`config.mk`:
```
export PLATFORM = sky130hd
export DESIGN_NAME = tft_spi_tx
export DESIGN_NICKNAME = d
export VERILOG_FILES = /design/src/rtl/tft_spi_pkg.sv /design/src/rtl/tft_spi_clkdiv.sv /design/src/rtl/tft_spi_tx.sv
export SDC_FILE = /design/constraint.sdc
export NUM_CORES = 1
export LEC_CHECK = 0
export ABC_AREA = 1
export BUFFER_PORTS_ARGS = -buffer_cell sky130_fd_sc_hd__buf_2
export CAP_MARGIN = 20
export CORE_MARGIN = 4
export CORE_UTILIZATION = 53
export CTS_BUF_LIST = sky130_fd_sc_hd__clkbuf_4 sky130_fd_sc_hd__clkbuf_8
export CTS_CLUSTER_DIAMETER = 80
export DETAILED_ROUTE_END_ITERATION = 8
export PLACE_DENSITY = 0.75
export SETUP_SLACK_MARGIN = 0.4
export SYNTH_ARGS = -nofsm -noshare
export SYNTH_HDL_FRONTEND = slang
export SYNTH_HIERARCHICAL = 1
export SYNTH_SLANG_ARGS = --single-unit
```
`constraint.sdc`:
```
create_clock -name CLK -period 4.6 [get_ports CLK]
set_input_delay 0.92 -clock CLK [delete_from_list [all_inputs] [get_ports CLK]]
set_output_delay 0.92 -clock CLK [all_outputs]
set_load 0.005 [all_outputs]
```
`src/rtl/tft_spi_pkg.sv`:
```
// tft_spi_pkg: shared types and constants for the TFT SPI transmitter.
//
// Contents:
//   TFT_WORD_W          - payload width of one panel word (16)
//   TFT_CLK_DIV_DEFAULT - default CLK cycles per SCK half-period (2)
//   TFT_DIVCNT_W        - width of the phase divider counter (8)
//   TFT_BITCNT_W        - width of the bit counter (4)
//   tft_state_e         - transmitter FSM state encoding
//   tft_div_last()      - last divider count value for a given divide ratio
package tft_spi_pkg;

  localparam int unsigned TFT_WORD_W          = 16;
  localparam int unsigned TFT_CLK_DIV_DEFAULT = 2;
  localparam int unsigned TFT_DIVCNT_W        = 8;
  localparam int unsigned TFT_BITCNT_W        = 4;

  typedef enum logic [2:0] {
    StIdle,
    StLow,
    StHigh,
    StHold,
    StGap
  } tft_state_e;

  // Counter value marking the final cycle of a half-period.
  function automatic logic [TFT_DIVCNT_W-1:0] tft_div_last(input int unsigned div);
    return TFT_DIVCNT_W'(div - 1);
  endfunction

endpackage

```
`src/rtl/tft_spi_clkdiv.sv`:
```
// tft_spi_clkdiv: phase-tick generator for the TFT SPI transmitter.
//
// An 8-bit counter runs 0 .. CLK_DIV-1 while enabled and wraps. 'tick' marks
// the last cycle of every SCK half-period; 'pre_tick' marks the cycle just
// before it (never asserted when CLK_DIV is 1, as every cycle is a last cycle).
//
// Parameters:
//   CLK_DIV  - CLK cycles per SCK half-period, 1 .. 255
// Ports:
//   CLK      in  system clock, rising edge
//   RST      in  asynchronous active-high reset
//   en       in  count enable (FSM is in an active state)
//   restart  in  force the counter to 0 (word accept, including burst accept)
//   tick     out last cycle of the current half-period
//   pre_tick out second-to-last cycle of the current half-period
module tft_spi_clkdiv
  import tft_spi_pkg::*;
#(
  parameter int unsigned CLK_DIV = TFT_CLK_DIV_DEFAULT
) (
  input  logic CLK,
  input  logic RST,
  input  logic en,
  input  logic restart,
  output logic tick,
  output logic pre_tick
);

  localparam logic [TFT_DIVCNT_W-1:0] LastCnt = tft_div_last(CLK_DIV);
  localparam logic [TFT_DIVCNT_W-1:0] PreCnt  =
      (CLK_DIV >= 2) ? TFT_DIVCNT_W'(CLK_DIV - 2) : '0;
  localparam bit HasPre = (CLK_DIV >= 2);

  logic [TFT_DIVCNT_W-1:0] cnt_q;

  assign tick     = en && (cnt_q == LastCnt);
  assign pre_tick = en && HasPre && (cnt_q == PreCnt);

  always_ff @(posedge CLK or posedge RST) begin
    if (RST) begin
      cnt_q <= '0;
    end else if (restart) begin
      cnt_q <= '0;
    end else if (en) begin
      cnt_q <= tick ? '0 : cnt_q + 1'b1;
    end
  end

endmodule

```
`src/rtl/tft_spi_tx.sv`:
```
// tft_spi_tx: serial transmitter for the TFT panel interface.
//
// Accepts one {RS_in, Data} word per Valid/Ready handshake and shifts the
// 16-bit payload out MSB-first on an SPI mode-0 link (SCK idles low, panel
// samples MOSI on the SCK rising edge). Each word is framed by CS_N low, then
// a HOLD half-period with SCK low, then a GAP half-period with CS_N high.
// All outputs are registered.
//
// Configuration macro:
//   TFT_SPI_BURST_EN - when defined, Ready is raised in the last cycle of the
//                      final HIGH phase; an accept there chains the next word
//                      straight into LOW, skipping HOLD/GAP with CS_N held low.
//
// Parameters:
//   CLK_DIV - CLK cycles per SCK half-period, 1 .. 255
// Ports:
//   CLK    in  system clock, rising edge
//   RST    in  asynchronous active-high reset
//   Data   in  16-bit payload, sampled on accept only
//   RS_in  in  register select for the word (0 command, 1 data)
//   Valid  in  source has a word ready
//   Ready  out block can accept a word
//   SCK    out serial clock
//   MOSI   out serial data
//   RS     out latched register select, held for the whole word
//   CS_N   out panel chip select, active-low
//   Done   out one-cycle pulse when a word has been fully shifted
module tft_spi_tx
  import tft_spi_pkg::*;
#(
  parameter int unsigned CLK_DIV = TFT_CLK_DIV_DEFAULT
) (
  input  logic                  CLK,
  input  logic                  RST,
  input  logic [TFT_WORD_W-1:0] Data,
  input  logic                  RS_in,
  input  logic                  Valid,
  output logic                  Ready,
  output logic                  SCK,
  output logic                  MOSI,
  output logic                  RS,
  output logic                  CS_N,
  output logic                  Done
);

`ifdef TFT_SPI_BURST_EN
  localparam bit BurstEn = 1'b1;
`else
  localparam bit BurstEn = 1'b0;
`endif

  localparam logic [TFT_BITCNT_W-1:0] FirstBit = TFT_BITCNT_W'(TFT_WORD_W - 1);

  tft_state_e              state_q;
  logic [TFT_WORD_W-1:0]   shift_q;
  logic [TFT_BITCNT_W-1:0] bitcnt_q;
  logic                    ready_q;
  logic                    sck_q;
  logic                    mosi_q;
  logic                    rs_q;
  logic                    cs_n_q;
  logic                    done_q;

  logic accept;
  logic div_en;
  logic tick;
  logic pre_tick;
  logic last_bit;

  // Ready is only ever high in IDLE or, with bursting, the final HIGH cycle,
  // so this single term covers both kinds of accept.
  assign accept   = Valid && ready_q;
  assign div_en   = (state_q != StIdle);
  assign last_bit = (bitcnt_q == '0);

  tft_spi_clkdiv #(
    .CLK_DIV (CLK_DIV)
  ) u_clkdiv (
    .CLK      (CLK),
    .RST      (RST),
    .en       (div_en),
    .restart  (accept),
    .tick     (tick),
    .pre_tick (pre_tick)
  );

  always_ff @(posedge CLK or posedge RST) begin
    if (RST) begin
      state_q  <= StIdle;
      shift_q  <= '0;
      bitcnt_q <= '0;
      ready_q  <= 1'b1;
      sck_q    <= 1'b0;
      mosi_q   <= 1'b0;
      rs_q     <= 1'b0;
      cs_n_q   <= 1'b1;
      done_q   <= 1'b0;
    end else begin
      done_q <= 1'b0;
      unique case (state_q)
        StIdle: begin
          if (accept) begin
            state_q  <= StLow;
            shift_q  <= Data;
            rs_q     <= RS_in;
            bitcnt_q <= FirstBit;
            mosi_q   <= Data[TFT_WORD_W-1];
            sck_q    <= 1'b0;
            cs_n_q   <= 1'b0;
            ready_q  <= 1'b0;
          end
        end

        StLow: begin
          if (tick) begin
            state_q <= StHigh;
            sck_q   <= 1'b1;
            // With a divide of 1 the final HIGH phase is a single cycle, so
            // Ready has to be raised on the way into it.
            if (BurstEn && last_bit && (CLK_DIV == 1)) begin
              ready_q <= 1'b1;
            end
          end
        end

        StHigh: begin
          if (BurstEn && accept) begin
            // Chained word: straight back to LOW, CS_N stays low, and the
            // previous word's Done fires now since HOLD/GAP are skipped.
            state_q  <= StLow;
            shift_q  <= Data;
            rs_q     <= RS_in;
            bitcnt_q <= FirstBit;
            mosi_q   <= Data[TFT_WORD_W-1];
            sck_q    <= 1'b0;
            ready_q  <= 1'b0;
            done_q   <= 1'b1;
          end else if (tick) begin
            sck_q   <= 1'b0;
            ready_q <= 1'b0;
            if (!last_bit) begin
              state_q  <= StLow;
              shift_q  <= shift_q << 1;
              mosi_q   <= shift_q[TFT_WORD_W-2];
              bitcnt_q <= bitcnt_q - 1'b1;
            end else begin
              state_q <= StHold;
            end
          end else if (BurstEn && last_bit && pre_tick) begin
            ready_q <= 1'b1;
          end
        end

        StHold: begin
          if (tick) begin
            state_q <= StGap;
            cs_n_q  <= 1'b1;
            done_q  <= 1'b1;
          end
        end

        StGap: begin
          if (tick) begin
            state_q <= StIdle;
            ready_q <= 1'b1;
          end
        end

        default: begin
          state_q <= StIdle;
          ready_q <= 1'b1;
          sck_q   <= 1'b0;
          cs_n_q  <= 1'b1;
        end
      endcase
    end
  end

  assign Ready = ready_q;
  assign SCK   = sck_q;
  assign MOSI  = mosi_q;
  assign RS    = rs_q;
  assign CS_N  = cs_n_q;
  assign Done  = done_q;

endmodule

```
==> metrics.md <==
| Metric | Value |
|---|---|
| Outcome | complete, no violations |
| Clock Tree Buf Depth | 2 |
| Post-CTS Hold Fix Bufs | 0 |
| Via count | between 1500 and 2000 |
| Commonest non-fill, non-tap cell in the layout | nand2_1 |
| Post-CTS setup buffer count | 0 |
| Final hold slack | 0.465 ns |
| Placed cells | about 350 |
| Layout cell share with drive strength beyond 1 | 0.166 |
| Worst slack, placed | 1.65 ns |
| Syn Std Cell Area | 2080 um2 |
| Worst reg2reg path startpoint | state_q[1] |
| Mapped Cells | 290 |
| Number of I/O pins | 26 |
| DRC | 0 |
| Syn Nets | approximately 320 |
| Number of global-route vias before repair | ~1700 |
| Setup CP Type | reg2reg |
| Gr ovfl total | 0 |
| CP Capture Type | flip-flop |
| Syn_area_per_cell | 7.16 um2 |
| WL final | approximately 4.2 mm |
| Detailed Routing Iterations Pass 1 | 4 |
| Largest net degree at the start of global routing | 29 |
| Worst-margin pin slew | approximately 0.75 ns |
| Int Pwr | between 0.8 and 0.9 mW |
| Worst path required time | 4.77 ns |
| Nets | approximately 340 |
| Clk pin slew, worst setup/hold paths | roughly 0.070 ns |
| Leakage | between 1 and 1.5 nW |
| Vias per cell | a little over 5 |
| Clock skew | roughly 0.0057 ns |
| Core area | around 3700 um2 |
| Routability cong. | around 0.94 |
| Final Max Slew Viols | 0 |
| Clk pwr share | 0.157 |
| Die Ht | slightly above 70 um |
| Sequential share of power | 0.357 |
| Worst Setup SP | state_q[1] |
| Setup TNS | 0 ns |
| Power per cell area | between 600 and 700 nW/um2 |
| Initial antenna violation count | 0 |
| Hold/Removal Path Class | reg2reg |
| Fin crit period | approximately 3.0 ns |
| Chip width | just over 70 um |
| Hold Vio Cnt, Final | 0 |
| H-tree lvl count | 2 |
| Final ANT Viol Nets | 0 |
| # diodes | 0 |
| Setup WS post-layout | between 1.5 and 2 ns |
| P&R area growth vs syn | 12.4% |
| Clk root buf | clkbuf_8 |
| Clock sinks | 36 |
| Worst Hold Launch | CS_N |
| Worst-Skew Late Latency | ~0.29 ns |
| Worst setup SP type | flip-flop |
| RSZ-0062 raised after global routing | false |
| CP max FO | 21 |
| CTS tree | yes |
| Comb power frac | 0.486 |
| Period utilisation layout | 0.655 |
| Starting Density | 0.559 |
| Max Fclk | ~330 MHz |
| Slew HR | 0.501 |
| Initial drt markers | around 130 |
| Cell row count | 22 |
| Post-DR wirelength/cell | around 12 um |
| Total global-route track usage | 0.183 |
| Total Die Area | around 5000 um2 |
| Critical path arrival | roughly 3.2 ns |
| Port bufs | 25 |
| Sw power | roughly 0.76 mW |
| R2r setup slk | 1.59 ns |
| Number of gates resized after cts | 0 |
| Dpl hpwl | between 2 and 3 mm |
| VDD IR max | approximately 0.3 mV |
| TritonCTS Buffers | 5 |
| Commonest non-fill, non-tap cells in the layout | nand2_1, nand3_1, dfrtp_1, buf_2, inv_1 |
| Sw Share | 0.470 |
| Layout Cells excl Fill | 362 |
| Final Setup Violations | 0 |
| First-pass GRT wire length | 7.39 mm |
| Total of warnings raised by yosys | 6 |
| Max Cap Violations | 0 |
==> critical path, stage by stage (launching register included) <==
cell and delay, ns:
dfrtp_1 0.83, inv_1 0.25, nand2_2 0.20, nand2_1 0.08
inv_1 0.05, nand2_1 0.06, nor2_2 0.20, inv_1 0.15
nand3_1 0.17, nand2_1 0.11, inv_2 0.29, nand2_2 0.32
nand2_1 0.14, nand2_1 0.06
==> flip-flops by register name, summed over array words and instances (netlist names) <==
register,count
CS_N,1
shift_q,15
u_clkdiv/cnt_q,8
SCK,1
bitcnt_q,4
MOSI,1
Done,1
Ready,1
state_q,3
RS,1
==> metal layers <==
layer  share of wire  track usage  wire length [um]
met5               0            0                 0
met2            0.48        0.299              2030
met1            0.46        0.240              1920
met4           0.014       0.0564                59
met3           0.043       0.0469               181
==> final cells by class <==
| type | count | area (um2) |
|---|---|---|
| Inverter | 26 | 97.6 |
| Fill cell | 345 | 1380 |
| Sequential cell | 36 | 903 |
| Tap cell | 48 | 60.1 |
| Multi-Input combinational cell | 217 | 1010 |
| Clock buffer | 8 | 104 |
| Timing Repair Buffer | 27 | 160 |
==> per-stage QoR <==
step,utilization,power [mW],instance area [um2]
floorplan,-,1.23,2080
global placement,0.593,1.35,2200
detailed placement,0.593,1.36,2200
CTS,0.621,1.62,2310
global route,0.628,1.78,2330
finish,0.628,1.61,2330
==> worst paths after layout <==
check / end / cells after the start
worst max-delay path: shift_q[10] / 13
worst min register to register: CS_N / 2
max in group asynchronous: Ready / 3
min in group asynchronous: u_clkdiv/cnt_q[2] / 2
worst max register to register: shift_q[10] / 13
worst min-delay path: CS_N / 2
==> power by group through the flow <==
stage	Clock, mW	Sequential [mW]	Combinational, mW
after CTS	0.259	0.575	0.787
after global routing	0.273	0.595	0.909
after detailed placement	0	0.577	0.787
final	0.253	0.577	0.784
after global placement	0	0.579	0.772
after floorplan	0	0.536	0.695
Note: power is estimated with default switching activity, not from simulation.
